===== src/rtl/demux_c.sv =====
// demux_c: rebuilds N_LANES-bit words from the serial 2:1 mux stream, one bit per lane.
// Define DEMUX_ERR_CNT_EN to add the saturating 8-bit duplicate-lane counter err_cnt.
module demux_c #(
    parameter int N_LANES   = 2,
    parameter int SEL_W     = 1,
    parameter int SEL_DELAY = 1
) (
    input  logic               clk,
    input  logic               reset,
    input  logic               in_data,
    input  logic [SEL_W-1:0]   sel,
    input  logic               in_valid,
    output logic [N_LANES-1:0] data_out,
    output logic               out_valid,
    output logic               overrun,
    output logic               busy
`ifdef DEMUX_ERR_CNT_EN
    ,
    output logic [7:0]         err_cnt
`endif
);
    localparam logic [0:0] IDLE    = 1'b0;
    localparam logic [0:0] COLLECT = 1'b1;

    logic [0:0]         state;
    logic [SEL_W-1:0]   e_sel;
    logic               e_valid;
    logic [N_LANES-1:0] bitmap, shadow, lane_mask, new_map, new_shadow;
    logic               hit, dup, done;

    // The mux registers its output, so sel/valid lag one cycle to line up with in_data.
    generate
        if (SEL_DELAY != 0) begin : g_dly
            always_ff @(posedge clk or posedge reset) begin
                if (reset) begin
                    e_sel   <= '0;
                    e_valid <= 1'b0;
                end else begin
                    e_sel   <= sel;
                    e_valid <= in_valid;
                end
            end
        end else begin : g_direct
            assign e_sel   = sel;
            assign e_valid = in_valid;
        end
    endgenerate

    always_comb begin
        hit        = e_valid && (32'(e_sel) < N_LANES);
        lane_mask  = hit ? N_LANES'(1) << e_sel : '0;
        dup        = |(lane_mask & bitmap);
        new_map    = bitmap | lane_mask;
        new_shadow = in_data ? shadow | lane_mask : shadow & ~lane_mask;
        done       = hit && &new_map;
    end

    assign busy = state == COLLECT;

    always_ff @(posedge clk or posedge reset) begin
        if (reset) begin
            state     <= IDLE;
            bitmap    <= '0;
            shadow    <= '0;
            data_out  <= '0;
            out_valid <= 1'b0;
            overrun   <= 1'b0;
        end else begin
            out_valid <= done;
            overrun   <= overrun | dup;
            shadow    <= new_shadow;
            bitmap    <= done ? '0 : new_map;
            state     <= (!done && |new_map) ? COLLECT : IDLE;
            if (done)
                data_out <= new_shadow;
        end
    end

`ifdef DEMUX_ERR_CNT_EN
    always_ff @(posedge clk or posedge reset) begin
        if (reset)
            err_cnt <= '0;
        else if (dup && err_cnt != 8'hff)
            err_cnt <= err_cnt + 8'd1;
    end
`endif
endmodule


===== config.mk =====
export PLATFORM = sky130hd
export DESIGN_NAME = demux_c
export DESIGN_NICKNAME = d
export VERILOG_FILES = /design/src/rtl/demux_c.sv
export SDC_FILE = /design/constraint.sdc
export NUM_CORES = 1
export LEC_CHECK = 0
export BUFFER_PORTS_ARGS = -buffer_cell sky130_fd_sc_hd__buf_2
export CAP_MARGIN = 20
export CORE_AREA = 2 2 39 41
export DETAILED_ROUTE_END_ITERATION = 8
export DIE_AREA = 0 0 41 43
export GPL_TIMING_DRIVEN = 0
export PLACE_DENSITY = 0.58
export SLEW_MARGIN = 20
export SYNTH_ARGS = -nofsm -noshare
export SYNTH_HDL_FRONTEND = slang
export SYNTH_SLANG_ARGS = --single-unit

===== constraint.sdc =====
create_clock -name clk -period 2.2 [get_ports clk]
set_input_delay 0.44 -clock clk [delete_from_list [all_inputs] [get_ports clk]]
set_output_delay 0.44 -clock clk [all_outputs]
set_load 0.05 [all_outputs]

Word-level counts from Yosys, hierarchy flattened

Cells that the tools add are included.

Shift operators: 1
Multiplexer cells: 4
Bitwise logic cells: 6
Reductions and logical operators: 6

Operators with widths:

| cell                                                               | number |
|---|---|
| 2-bit 2-to-1 mux                                                   | 3 |
| 2-bit AND                                                          | 2 |
| 2-bit bitwise OR                                                   | 2 |
| 2-bit OR reduction                                                 | 2 |
| 1-bit logical AND                                                  | 2 |
| 2-bit inverter                                                     | 1 |
| 2-bit AND reduction                                                | 1 |
| 1-bit by 1-bit << shifter with 2-bit output (first input constant) | 1 |
| 1-bit zero test                                                    | 1 |
| 1-bit 2-to-1 mux                                                   | 1 |
| 1-bit bitwise OR                                                   | 1 |

Register bits: 11
Input port bits: 5
Output and inout bits: 5
Word-level logic and storage cells: 25

Longest topological paths before layout

Depth after elaboration: 8
Mapped depth: 3
Gate-level depth less buffers: 3

Worst setup path after synthesis

No wires, ideal clock.

Path kind: flip-flop to flip-flop
From: register e_sel
To: register data_out[0]
Library setup time: 0.125 ns
Arrival: 1.122 ns
Required time: 2.075 ns
Setup slack: 0.953 ns
Stages on the path, launching flop included: 4
Buffers on the path: 0
Clock period less this slack: 1.247 ns
Cells stage by stage: dfrtp_1 > mux2_2 > nand2_1 > mux2_2

Longest elaborated chain between the ends: 5
Elaborated cells on any way between the ends: 9
Those cells by class: shift: 1; mux: 2; bitwise: 4; reduce/logical: 2

Ends and longest elaborated chain:

| what                                                  | RTL line | RTL |
|---|---|---|
| start: declaration                                    | 26       | `logic [SEL_W-1:0] e_sel;` |
| start signal: assignment                              | 39       | `e_sel <= sel;` |
| 1-bit by 1-bit << shifter with 2-bit output *         | 51       | `lane_mask = hit ? N_LANES'(1) << e_sel : '0;` |
| 2-bit 2-to-1 mux *                                    | 51       |  |
| 2-bit bitwise OR or 2-bit inverter (tied branches)    | 53, 54   |  |
| 2-bit AND reduction or 2-bit AND (tied branches)      | 55, 54   |  |
| 1-bit logical AND or 2-bit 2-to-1 mux (tied branches) | 55, 54   |  |
| end signal: assignment                                | 75       | `data_out <= new_shadow;` |
| end: declaration                                      | 13       | `output logic [N_LANES-1:0] data_out,` |

Every way passes the cells marked *; elsewhere a longest branch is shown, timed or not.
A chain may end at the register's enable or synchronous reset.

Final worst setup path

Ends and elaborated chain as after synthesis.

==> flow_metrics.env <==
export IMPL_outcome="complete, no violations"
export IMPL_path_buf_inv=0
export IMPL_multi_input_area_sq_um=114
export IMPL_synth_top_area_share_pct=68.1
export IMPL_drc_errors=0
export IMPL_maxCapViolations=0
export IMPL_gp_congestion=0.730
export IMPL_die_h_um=43
export IMPL_gr_usage_all_layers_pct=9.47
export IMPL_grt_pass1_wl_um=1010
export IMPL_p_sw_mw=0.171
export IMPL_p_total_mw=0.516
export IMPL_cp_cell_sequence="mux2_2 > nand2_1 > mux2_2"
export IMPL_p_clk_share_pct=25.5
export IMPL_cts_tree="yes"
export IMPL_core_area_sq_um=1380
export IMPL_cp_end_kind="flip-flop"
export IMPL_grt_util_met2_pct=12.5
export IMPL_seq_power_share_pct=48.0
export IMPL_power_leakage_nw=0.249
export IMPL_num_rows=14
export IMPL_peakVddDrop_mv=0.458
export IMPL_hold_path_class="in -> async"
export IMPL_first_global_vias=256
export IMPL_ant_nets=0
export IMPL_rrSetupSlack_ns=0.88
export IMPL_synth_xor_area_share_pct=0
export IMPL_slew_viol_final=0
export IMPL_area_growth_pct=22.6
export IMPL_synth_top_family_by_area="multiplexers"
export IMPL_postSynthNetCount=34
export IMPL_synth_simple_area_share_pct=5.88
export IMPL_p_int_mw=0.345
export IMPL_critical_path_top_delay_family="multiplexers"
export IMPL_clock_latency_ns=0.27
export IMPL_timing_setup_tns_ns=0
export IMPL_yosysWarnings=0
export IMPL_pre_cts_ws_ns=0.863
export IMPL_muxShareOfSynthArea_pct=15.8
export IMPL_clock_skew_ns=0.00833
export IMPL_netSwitchingFraction_pct=33.1
export IMPL_via_per_inst=4.21
export IMPL_fin_crit_sh_pct=60.2
export IMPL_final_min_clock_period_ns=1.32
export IMPL_clock_path_buffers=2
export IMPL_wl_um=584
export IMPL_synth_fa_ha_area_share_pct=0
export IMPL_layout_nets=48
export IMPL_die_width_um=41
export IMPL_cpMostUsedCell="mux2_2"
export IMPL_antennaDiodeCount=0
export IMPL_slowest_delay_ns=0.40
export IMPL_start_kind="flip-flop"
export IMPL_slowest_stage="dfrtp_1"
export IMPL_use_met3_pct=9.42
export IMPL_layout_drive_gt1_share_pct=45.2
export IMPL_yosysTopAreaCell="dfrtp_1"
export IMPL_setup_slack_ns=0.876
export IMPL_rsz0062_at_grt="no"
export IMPL_busiest_layer="met2"
export IMPL_initial_utilization_pct=29.2
export IMPL_numCtsBuffers=3
export IMPL_synth_area_leaders="dfrtp_1 (68%), mux2_2 (8.4%), mux2_4 (7.4%)"
export IMPL_max_freq_mhz=755
export IMPL_cts_root_buf="clkbuf_4"
export IMPL_fill_cells=150
export IMPL_finalSetupViolCount=0
export IMPL_vias=244
export IMPL_cellPowerDensity_nw_per_um2=1040
export IMPL_gr_total_overflow=0
export IMPL_antenna_found_initial=0
export IMPL_crit_arrival_ns=1.47
export IMPL_netlist_instances=29
export IMPL_drtIter0Drc=1
export IMPL_ys_seq_area_share_pct=68.1
export IMPL_critical_path_max_fanout=5
export IMPL_slew_headroom_pct=73.6
export IMPL_worst_setup_path_type="reg -> reg"
export IMPL_hold_violations=0
export IMPL_clkSinkCount=11
export IMPL_path_clk_slew_ns=0.07
export IMPL_synth_cell_types=10
export IMPL_crit_required_ns=2.35
export IMPL_power_frac_comb_pct=26.5
export IMPL_fin_hold_ws_ns=0.140
export IMPL_regArea_sq_um=275
export IMPL_drt_pass1_iterations=3
export IMPL_layoutNonFillerInstCount=58
export IMPL_cts_resized=0
export IMPL_use_met1_pct=9.76
export IMPL_syn_cell_area_sq_um=404
export IMPL_postCtsSetupRepairBufs=0
export IMPL_ys_seq_elements=11
export IMPL_pin_count=10
export IMPL_die_area_sq_um=1760
export IMPL_synth_compound_area_share_pct=6.50
export IMPL_postCtsHoldBufs=0
export IMPL_htree_levels=1
export IMPL_grt_max_degree=12
export IMPL_post_drt_wl_per_cell_um=10.1
export IMPL_place_inst=54
export IMPL_avgSynthCellArea_sq_um=13.9
export IMPL_worst_pin_slew_ns=0.395
export IMPL_port_buffers=9
==> cell type report <==
cell class / count / area share (%)
clock buffers: 4 / 5.30
inverters: 4 / 3.03
multi-input cells: 14 / 23.0
flip-flops and latches: 11 / 55.6
well taps: 16 / 4.04
repair buffers: 9 / 9.09
==> layer usage <==
metal | part of all wire, % | wire length (um) | up-vias
met2 | 47 | 272 | 8
met4 | 0 | 0 | 0
met5 | 0 | 0 | -
met3 | 7.7 | 45 | 0
li1 | - | - | 121
met1 | 46 | 266 | 115
==> state kept, by name (all words and copies together) (netlist names) <==
name / count
e_sel: 1
data_out: 2
bitmap: 2
e_valid: 1
busy: 1
overrun: 1
shadow: 2
out_valid: 1
==> metrics by stage <==
| stage | area (sq um) | utilization [%] |
|---|---|---|
| detailed placement | 469 | 33.9 |
| global route | 495 | 35.8 |
| CTS | 495 | 35.8 |
| finish | 495 | 35.8 |
| floorplan | 404 | - |
| global placement | 469 | 33.9 |
==> synth_stat cells (all sizes together) <==
cell,instances
inv,4
o22ai,2
nand2b,1
dfrtp,11
a21o,1
o21ai,1
mux2,5
or2,1
nand2,3
==> logic make-up after synthesis <==
group,Yosys count
compound gates,4
buf+inv,4
flops,11
mux,5
simple gates,5
==> final timing paths <==
check / start / endpoint / depth (start not counted)
min in group clk: sel / e_sel$_DFF_PP0_ / 1
worst min-delay path: reset / data_out[1]$_DFFE_PP0P_ / 2
worst max-delay path: e_sel$_DFF_PP0_ / data_out[0]$_DFFE_PP0P_ / 3
max in group asynchronous: reset / e_valid$_DFF_PP0_ / 2
worst max register to register: e_sel$_DFF_PP0_ / data_out[0]$_DFFE_PP0P_ / 3
worst min register to register: overrun$_DFF_PP0_ / overrun$_DFF_PP0_ / 1
==> cells in the final DEF, fill, tap and decap left out <==
master	synthesis	final
a21o_2	1	1
buf_2	0	9
clkbuf_1	0	1
clkbuf_4	0	3
dfrtp_1	11	11
inv_1	4	4
mux2_2	3	3
mux2_4	2	2
nand2_1	3	3
nand2b_1	1	1
o21ai_0	1	1
o22ai_1	2	2
or2_2	1	1
==> power groups by stage <==
stage	registers, mW	clock network [mW]	logic [mW]
floorplan	0.318	0	0.0402
global placement	0.250	0	0.138
detailed placement	0.252	0	0.139
CTS	0.248	0.139	0.139
global route	0.252	0.149	0.145
finish	0.247	0.131	0.137
Power figures use the tool's default switching activity.
